==> src/rtl/mem_arbiter.sv <==
// Two-master arbiter (instruction fetch vs. data) sharing one memory port,
// with a bounded data-priority streak so fetches cannot starve.
module mem_arbiter #(
  parameter int unsigned FAIR_MAX = 4
) (
  input  logic        clk,
  input  logic        rst,
  input  logic        if_req,
  input  logic [31:0] if_addr,
  output logic        if_ready,
  output logic [31:0] if_rdata,
  input  logic        d_req,
  input  logic        d_we,
  input  logic [3:0]  d_wstrb,
  input  logic [31:0] d_addr,
  input  logic [31:0] d_wdata,
  output logic        d_ready,
  output logic [31:0] d_rdata,
  output logic        bus_valid,
  output logic        bus_we,
  output logic [3:0]  bus_wstrb,
  output logic [31:0] bus_addr,
  output logic [31:0] bus_wdata,
  input  logic        bus_ready,
  input  logic [31:0] bus_rdata,
  output logic        if_stall,
  output logic        mem_stall,
  output logic [1:0]  dbg_state_o
);

  // Handshake: a master holds req and its fields until its ready pulse; the
  // bus request is held until bus_ready, which completes it in that same cycle.
  typedef enum logic [1:0] {
    IDLE  = 2'd0,
    FETCH = 2'd1,
    DATA  = 2'd2
  } state_e;

  localparam logic [3:0] FAIR_LIM = 4'(FAIR_MAX);

  state_e      state_q;
  logic [3:0]  streak_q;
  logic        bus_valid_q;
  logic        bus_we_q;
  logic [3:0]  bus_wstrb_q;
  logic [31:0] bus_addr_q;
  logic [31:0] bus_wdata_q;
  logic        if_ready_q;
  logic        d_ready_q;
  logic [31:0] if_rdata_q;
  logic [31:0] d_rdata_q;

  logic        data_win;
  logic [3:0]  streak_d;

  // Data wins unless a fetch is waiting and data has already had its streak.
  assign data_win = d_req && (!if_req || (streak_q < FAIR_LIM));
  assign streak_d = (streak_q >= FAIR_LIM) ? FAIR_LIM : streak_q + 4'd1;

  always_ff @(posedge clk) begin
    if (rst) begin
      state_q     <= IDLE;
      streak_q    <= 4'd0;
      bus_valid_q <= 1'b0;
      bus_we_q    <= 1'b0;
      bus_wstrb_q <= 4'd0;
      bus_addr_q  <= 32'd0;
      bus_wdata_q <= 32'd0;
      if_ready_q  <= 1'b0;
      d_ready_q   <= 1'b0;
      if_rdata_q  <= 32'd0;
      d_rdata_q   <= 32'd0;
    end else begin
      if_ready_q <= 1'b0;
      d_ready_q  <= 1'b0;
      unique case (state_q)
        IDLE: begin
          if (data_win) begin
            state_q     <= DATA;
            bus_valid_q <= 1'b1;
            bus_we_q    <= d_we;
            bus_wstrb_q <= d_wstrb;
            bus_addr_q  <= d_addr;
            bus_wdata_q <= d_wdata;
            streak_q    <= if_req ? streak_d : 4'd0;
          end else if (if_req) begin
            state_q     <= FETCH;
            bus_valid_q <= 1'b1;
            bus_we_q    <= 1'b0;
            bus_wstrb_q <= 4'd0;
            bus_addr_q  <= if_addr;
            bus_wdata_q <= 32'd0;
            streak_q    <= 4'd0;
          end
        end
        FETCH: begin
          if (bus_ready) begin
            if_rdata_q  <= bus_rdata;
            if_ready_q  <= 1'b1;
            bus_valid_q <= 1'b0;
            state_q     <= IDLE;
          end
        end
        DATA: begin
          if (bus_ready) begin
            d_rdata_q   <= bus_rdata;
            d_ready_q   <= 1'b1;
            bus_valid_q <= 1'b0;
            state_q     <= IDLE;
          end
        end
        default: state_q <= IDLE;
      endcase
    end
  end

  assign bus_valid   = bus_valid_q;
  assign bus_we      = bus_we_q;
  assign bus_wstrb   = bus_wstrb_q;
  assign bus_addr    = bus_addr_q;
  assign bus_wdata   = bus_wdata_q;
  assign if_ready    = if_ready_q;
  assign if_rdata    = if_rdata_q;
  assign d_ready     = d_ready_q;
  assign d_rdata     = d_rdata_q;
  assign if_stall    = if_req && !if_ready_q;
  assign mem_stall   = d_req && !d_ready_q;
  assign dbg_state_o = state_q;

endmodule

==> config.mk <==
export PLATFORM = sky130hd
export DESIGN_NAME = mem_arbiter
export DESIGN_NICKNAME = d
export VERILOG_FILES = /design/src/rtl/mem_arbiter.sv
export SDC_FILE = /design/constraint.sdc
export NUM_CORES = 1
export LEC_CHECK = 0
export ABC_AREA = 1
export ABC_CLOCK_PERIOD_IN_PS = 2900
export BUFFER_PORTS_ARGS = -buffer_cell sky130_fd_sc_hd__buf_2
export CAP_MARGIN = 20
export CORE_MARGIN = 5
export CORE_UTILIZATION = 46
export CTS_CLUSTER_DIAMETER = 120
export DETAILED_ROUTE_END_ITERATION = 10
export PLACE_DENSITY = 0.8
export SLEW_MARGIN = 40
export SYNTH_ARGS = -nofsm -noshare
export SYNTH_HDL_FRONTEND = slang
export SYNTH_SLANG_ARGS = --single-unit
==> constraint.sdc <==
create_clock -name clk -period 2.9 [get_ports clk]
set_input_delay 0.29 -clock clk [delete_from_list [all_inputs] [get_ports clk]]
set_output_delay 0.29 -clock clk [all_outputs]
set_load 0.005 [all_outputs]
==> run metrics, run 1 <==
Starting DRT DRC Count=476; fin. max-slew vios=0; Post-synth EDFFs=0; Distinct cells, synth=17; WS Path Type=reg2reg; Total GRT Usage=21.5%; Synth top area share=50.6%; wirelength, routed=16.4 mm; setup bufs post-CTS=0; post-CTS sizing=0; CP max FO=140; first-pass GRT wire length=25.0 mm; crit path buf inv count=4; Crit path max-delay family=buffers and inverters; status=completed; synth top area cells=dfxtp_1 (51%), nor2_1 (14%), o21ai_0 (9.3%), nand2_1 (7.5%), nand3_1 (5.9%); r2r startpoint=dbg_state_o[0]; clk_skew=5.77 ps; vias in the first global route=5182; Final Core Density=63.2%; maximum vdd ir drop=0.000343 V; post-route ant nets=0; RSZ-0062 raised after global routing=no; relative slew slack=58.1%; Leakage=3.98 nW; Tcrit/Tclk final=60.1%; initial antenna violation count=0; Syn Inst Count=777; DP Cell Count=1153; DRC Markers=0; Final Non-Filler Cells=1183; Crit path top cell by count=inv_1; Longest Clk Path Bufs=2; Max stage delay on crit path=360 ps; largest net degree at the start of global routing=141; number of CTS-inserted buffers=17; asr flop ratio synth=0%; H-tree Lvls=4; fin crit period=1740 ps; hpwl dp=11.5 mm; post-synthesis sequential area ratio=50.6%; worst r2r dst=bus_addr[3]; mapped cell area=5620 sq um; Nets=1167; Vias/cell=4.94; layout cells sized above 1=30.9%; Die Width=121 um; # Max-Cap Violations=0; worst reg2reg path depth=8; grt total ovfl=0; setup violators final=0; HP Class=in2reg; Yosys warning count=0; cell area power density=690 nW/um^2; most numerous cell in the Yosys netlist=nor2_1; CTS tree=done; initial core utilization=46.8%; hold_buf cts=0; WHS Path Cells=3; diode count=0; top_reg_cell synth=dfxtp_1; WHS=120 ps; die area=14500 sq um; final RePlAce weighted congestion=0.805; Worst Tran Pin Value=627 ps; element type at the critical path end=flop; WHS Endpoint=bus_wdata[27]; Worst R2R Setup Slack=1160 ps; row cnt=40; number of I/O pins=278; CP cell instances=inv_1, ha_1, o21ai_4, clkinv_2, buf_12, nand3_1, nand2_1, inv_1; setup TNS=0 ps; Seq cells post-synth=142; Clock Latency Late Sink=410 ps; f_max=0.574 GHz; input/output buffers=277; core area=12000 sq um; CP max stage cell=buf_12; most common library cells after synthesis=nor2_1 (203), dfxtp_1 (142), nand2_1 (113), o21ai_0 (104), nand3_1 (66); synthesized area per cell=7.24 sq um; Synth Net Count=919; P&R area growth vs syn=35.1%; Total Power Consumption=0.00524 W; DRT Pass-1 Iters=5; die height=121 um; WL/cell=13.9 um; CP Data Required Time=3210 ps; clock slew at reported path FFs=60 ps; startpoint types=flop; hold_sp=d_wdata[27]; root buffer cell=clkbuf_16; Worst EP arrival=2050 ps; clock sinks=142; vias=5839; Synth area leader=dfxtp_1; Fin. Hold Viols=0
==> registers in the layout (all words and copies together), names as in the netlist <==
register and cells:
bus_valid 1, d_ready 1, if_rdata 32, bus_addr 32, if_ready 1, bus_we 1
bus_wstrb 4, bus_wdata 32, d_rdata 32, streak_q 4, dbg_state_o 2
==> layout by cell type, fill, tap and decap left out, types with 2 or more instances in the layout <==
cell type and n:
a21oi_1 41, buf_12 2, buf_2 277, buf_4 6, bufinv_16 3, clkbuf_1 3
clkbuf_16 17, clkbuf_8 4, clkinv_2 3, dfxtp_1 142, ha_1 4, inv_1 39
inv_2 4, nand2_1 113, nand3_1 66, nor2_1 203, o21ai_0 104
==> logic make-up after synthesis <==
| kind of cell | synth area share [%] |
|---|---|
| adders and majority gates | 0.890 |
| and+or+nand+nor | 27.2 |
| DFF | 50.6 |
| AOI/OAI and AO/OA | 13.4 |
| buffers and inverters | 8.01 |
==> worst max-delay path by stage <==
| stage | start | cells past startpoint | slack, ps | to |
|---|---|---|---|---|
| after floorplan | dbg_state_o[0] | 10 | 1520 | bus_addr[28] |
| after global routing | streak_q[2] | 6 | 1050 | bus_wdata[6] |
| after detailed placement | d_req | 6 | 1060 | bus_wdata[24] |
| final | dbg_state_o[0] | 8 | 1160 | bus_addr[3] |
| after CTS | dbg_state_o[0] | 8 | 1210 | bus_addr[21] |
| after global placement | d_req | 6 | 1120 | bus_wdata[28] |
==> worst register-to-register path, cell delays in order, from the launching register on <==
cell and delay [ps]:
dfxtp_1 330, inv_1 80, ha_1 260, o21ai_4 100, clkinv_2 70, buf_12 360, nand3_1 300, nand2_1 100
inv_1 40
==> per-stage QoR <==
| step | setup slack (ps) | area, sq um |
|---|---|---|
| after floorplan | 1520 | 5620 |
| after global placement | 1120 | 6990 |
| after detailed placement | 1060 | 6990 |
| after CTS | 1210 | 7590 |
| after global routing | 1050 | 7590 |
| final | 1160 | 7590 |
==> report_power, final <==
part	total (W)	leakage [nW]	internal, W	switching [W]
Sequential	0.00222	1.17	0.00213	0.0000874
Combinational	0.000830	2.52	0.000354	0.000476
Clock	0.00219	0.292	0.00143	0.000757
==> area by class of cell <==
type,instances,area (sq um)
Sequential cell,142,2840
Inverter,44,166
Tap cell,147,184
Timing Repair Buffer,285,1470
Fill cell,1058,4420
Clock inverter,6,108
Clock buffer,24,492
Multi-Input combinational cell,535,2330
==> per-layer routing <==
metal | routed length, um | GRT usage (%) | up-vias
li1 | - | - | 2968
met1 | 6670 | 26.0 | 2618
met2 | 7910 | 34.7 | 227
met3 | 1470 | 7.67 | 26
met4 | 371 | 8.92 | 0
met5 | 0 | 0 | -
No activity file was read; power rests on OpenSTA's default activity.
==> run 2: changes to the inputs <==
Settings changed: ABC_AREA 1 to 0, ABC_CLOCK_PERIOD_IN_PS 2900 to 1670, CORE_UTILIZATION 46 to 45, PLACE_DENSITY 0.8 to 0.79.
Clock period 2.9 ns to 1.67 ns, I/O delays scaled along.
==> run metrics, run 2 <==
status=completed; CP cell instances=inv_1, ha_2, o21a_4, buf_12, nor2_1, a311oi_1; Starting DRT DRC Count=536; Fill cells=998; Vias/cell=5.40; top_reg_cell synth=dfxtp_1; clk_skew=12.2 ps; H-tree Lvls=4; element type at the critical path end=flop; Synth top area share=51.9%; Tcrit/Tclk final=93.0%; fin. max-slew vios=0; Worst EP arrival=1860 ps; root buffer cell=clkbuf_16; setup bufs post-CTS=0; wirelength, routed=18.4 mm; WL/cell=16.5 um; multi-input logic area=2360 sq um; post-layout instance area=7920 sq um; die area=14500 sq um; clock slew at reported path FFs=60 ps; commonest non-fill, non-tap cell in the layout=buf_2; P&R area growth vs syn=44.8%; fin crit period=1550 ps; initial core utilization=45.8%; grt total ovfl=0; vias=6053; WHS Path Cells=3; initial antenna violation count=0; die height=120 um; row cnt=40; hold_sp=bus_rdata[10]; WHS Endpoint=d_rdata[10]; layout cells sized above 1=34.0%; Total Power Consumption=0.00868 W; hpwl dp=12.1 mm; Longest Clk Path Bufs=2; Syn Inst Count=682; Nets=1102; Leakage=3.57 nW; Seq pwr share=43.1%; combinational share of power=16.1%; asr flop ratio synth=0%; worst reg2reg path depth=6; Die Width=120 um; Post-synth EDFFs=0; startpoint types=flop; DRT Pass-1 Iters=5; number of CTS-inserted buffers=17; post-route ant nets=0; HP Class=in2reg; WS Path Type=reg2reg; DRC Markers=0; worst r2r dst=bus_addr[13]; clock sinks=142; Synth area leader=dfxtp_1; CP max stage cell=dfxtp_1; largest net degree at the start of global routing=71; input/output buffers=277; most frequent cells in the layout=buf_2 (276), nand2_1 (170), dfxtp_1 (142); sequential cell area=2840 sq um; final RePlAce weighted congestion=0.801; Placed Instance Area=7010 sq um; number of I/O pins=278; Max stage delay on crit path=330 ps; # Max-Cap Violations=0; CTS tree=done; P_sw=0.00222 W; r2r startpoint=dbg_state_o[1]; Clk pwr share=40.7%; f_max=0.644 GHz; CP max FO=32; core area=12000 sq um; first-pass GRT wire length=28.4 mm; Distinct cells, synth=27; synthesized area per cell=8.02 sq um; Worst Tran Pin Value=492 ps; RSZ-0062 raised after global routing=no; Clock Latency Late Sink=420 ps; vias in the first global route=5716; Worst R2R Setup Slack=120 ps; Fin. Hold Viols=0; setup TNS=0 ps; relative slew slack=67.2%; post-synthesis sequential area ratio=51.9%; CP Data Required Time=1980 ps; maximum vdd ir drop=0.000801 V; Final Core Density=66.2%; Total GRT Usage=24.2%; Sw Ratio=25.6%; Internal Power=0.00646 W; mapped cell area=5470 sq um; Seq cells post-synth=142; most common library cells after synthesis=nand2_1 (170), dfxtp_1 (142), a21oi_1 (107), clkbuf_1 (38), nand4_1 (38); setup violators final=0; Yosys warning count=0; cell area power density=1100 nW/um^2; Synth Net Count=824; synth top area cells=dfxtp_1 (52%), nand2_1 (12%), a21oi_1 (9.8%), a311oi_1 (5.1%), nand4_1 (4.3%); most numerous cell in the Yosys netlist=nand2_1
[run 2: cell types whose count changed in the layout (fill, tap and decap cells not counted), moves of 36 or more]
cell     change
nor2_1     -167
o21ai_0     -70
a21oi_1     +66
nand2_1     +57
nand4_1     +38
inv_1       -36
[run 2: cell type report]
class / count / area share, %
clock buffer: 25 / 6.25
antenna: 1 / 0.0316
timing repair buffer: 326 / 24.8
clock inverter: 6 / 0.742
tap: 147 / 2.32
sequential: 142 / 35.9
multi-input combinational: 470 / 29.8
inverter: 3 / 0.142
[run 2: how the worst max path moves through the flow]
stage / startpoint / to / slack [ps] / cells past startpoint
3_5_place_dp: dbg_state_o[1] / bus_addr[13] / 60 / 6
5_1_grt: dbg_state_o[1] / bus_addr[13] / 70 / 6
4_1_cts: dbg_state_o[1] / bus_addr[13] / 60 / 6
2_1_floorplan: dbg_state_o[0] / bus_addr[10] / 250 / 6
6_report: dbg_state_o[1] / bus_addr[13] / 120 / 6
3_3_place_gp: dbg_state_o[1] / bus_addr[3] / 180 / 6
[run 2: logic make-up after synthesis]
logic type / count (synthesis) / synth area share (%)
buffers and inverters: 70 / 5.40
and+or+nand+nor: 287 / 22.9
DFF: 142 / 51.9
adders and majority gates: 4 / 0.915
AOI/OAI and AO/OA: 179 / 18.8
[run 2: per-stage QoR]
step	worst slack, ps	hold slack (ps)	std cells
global route	70.7	5.42	1119
CTS	56.4	0.135	1116
floorplan	248	303	682
global placement	183	420	1057
finish	117	17.8	1120
detailed placement	61.1	425	1057
[run 2: power groups by stage]
stage / clock network [W] / logic [W] / registers [W]
after global placement: 0 / 0.00125 / 0.00381
after global routing: 0.00377 / 0.00154 / 0.00377
after CTS: 0.00360 / 0.00133 / 0.00374
after detailed placement: 0 / 0.00127 / 0.00381
after floorplan: 0 / 0.000621 / 0.00384
final: 0.00354 / 0.00140 / 0.00374
[run 2: repair_timing]
action	CTS	global route
resized for setup	0	3
hold buffers	28	0
hold endpoints to repair	49	0
setup endpoints to repair	0	45
[run 2: worst max-delay path: cells and delay by family, from the launching register on]
family	cells	cell delay (ps)
compound gates	2	500
flops	1	330
buf+inv	2	270
fa+ha+maj	1	250
simple gates	1	80
[run 2: metal layers]
metal / routed length, um / track usage [%]
met3: 1660 / 7.39
met1: 7090 / 27.6
met4: 588 / 11.2
met5: 0 / 0
met2: 9110 / 41.5
==> run 3: changes to the inputs <==
Settings changed: BUFFER_PORTS_ARGS -buffer_cell sky130_fd_sc_hd__buf_2 to not set, CORE_UTILIZATION 45 to 46, DONT_BUFFER_PORTS set to 1, PLACE_DENSITY 0.79 to not set.
==> run metrics, run 3 (synthesized netlist as in run 2, its figures left out) <==
status=finished with violations; failing checks=negative hold slack; DR WL met2=7.86 mm; die height=119 um; CTS tree=done; r2r startpoint=dbg_state_o[1]; die area=14200 sq um; crit path setup slack, layout=113 ps; setup TNS=0 ps; cell area power density=1360 nW/um^2; hold_sp=rst; Vias/cell=5.98; Clock Latency Late Sink=410 ps; hpwl dp=10.7 mm; Die Width=119 um; largest net degree at the start of global routing=143; layout cells sized above 1=7.70%; number of I/O pins=278; CP cell instances=inv_1, ha_2, o21a_2, buf_12, nor2_1, a311oi_1; WS Path Type=reg2reg; commonest non-fill, non-tap cell in the layout=nand2_1; maximum vdd ir drop=0.000556 V; RSZ-0062 raised after global routing=no; core area=11500 sq um; Worst Tran Pin Value=364 ps; routed length on met3=1.83 mm; initial antenna violation count=0; fin. max-slew vios=0; root buffer cell=clkbuf_16; Total GRT Usage=21.6%; Longest Clk Path Bufs=2; DRC Markers=0; final RePlAce weighted congestion=0.747; HP Class=in2reg; initial core utilization=47.5%; clk_skew=8.38 ps; Worst EP arrival=1860 ps; Max stage delay on crit path=320 ps; H-tree Lvls=4; Fin. Hold Viols=138; input/output buffers=0; DRT Pass-1 Iters=5; Final Core Density=53.6%; wirelength, routed=15.8 mm; vias in the first global route=4654; Crit path max-delay family=compound AO/OA/AOI/OAI gates; post-route ant nets=0; number of CTS-inserted buffers=17; Placed Instance Area=5570 sq um; vias=4814; Starting DRT DRC Count=366; CP max stage cell=dfxtp_1; Leakage=2.13 nW; post-layout instance area=6180 sq um; clock slew at reported path FFs=60 ps; startpoint types=flop; highest routed layer=met4; WHS=-179 ps; CP max FO=67; # Max-Cap Violations=0; setup bufs post-CTS=0; setup violators final=0; grt total ovfl=0; crit path buf inv count=2; row cnt=39; Nets=791; most frequent cells in the layout=nand2_1 (170), dfxtp_1 (142), a21oi_1 (107); diode count=0; relative slew slack=75.7%; CP Data Required Time=1980 ps; f_max=0.642 GHz; WL/cell=19.7 um; fin crit period=1560 ps; CP startpoint=dbg_state_o[1]; Tcrit/Tclk final=93.3%; clock sinks=142; Worst R2R Setup Slack=110 ps; first-pass GRT wire length=25.0 mm; element type at the critical path end=flop; P&R area growth vs syn=12.9%; setup slack after placement=80.0 ps; M1 WL=5.82 mm
==> run 3: cell count changes in the layout (fill, tap and decap cells not counted), moves of 3 or more <==
| cell | before | now |
|---|---|---|
| buf_2 | 276 | 0 |
| dlygate4sd3_1 | 28 | 0 |
| clkbuf_1 | 4 | 1 |
| clkbuf_8 | 4 | 1 |
| clkinv_4 | 1 | 4 |
==> run 3: worst paths after layout <==
kind                                      end  cells past startpoint
worst min-delay path            bus_wdata[28]                      1
worst max-delay path              bus_addr[0]                      6
worst max register to register    bus_addr[0]                      6
worst min register to register    streak_q[1]                      2
==> run 3: repair_timing <==
item,4_1_cts,5_1_grt
endpoints found under the setup margin,0,23
gates resized for setup,0,1
endpoints found under the hold margin,142,142
==> run 3: report_power, final <==
part	total (W)	switching (W)	internal, W
Sequential	0.00383	0.000197	0.00363
Combinational	0.000714	0.000429	0.000286
Clock	0.00385	0.00145	0.00239
Total	0.00839	0.00208	0.00631
==> run 3: routing by layer <==
metal  vias to the layer above  GRT usage, %
met4                         0          8.11
met2                       220          37.1
met3                        28          10.5
li1                       2306             -
met1                      2260          23.0
met5                         -             0
==> run 3: stage by stage <==
step                total power, W  hold WS, ps  instances
global route               0.00876         -196        805
CTS                        0.00847         -188        805
floorplan                  0.00446          303        682
finish                     0.00839         -179        805
global placement           0.00458          247        773
detailed placement         0.00462          249        773
==> run 3: area by class of cell <==
| class | count | area (sq um) |
|---|---|---|
| fill | 1057 | 5340 |
| sequential | 142 | 2840 |
| multi-input combinational | 470 | 2350 |
| clock buffer | 19 | 443 |
| timing repair buffer | 15 | 188 |
| tap | 143 | 179 |
| clock inverter | 13 | 164 |
| inverter | 3 | 11.3 |
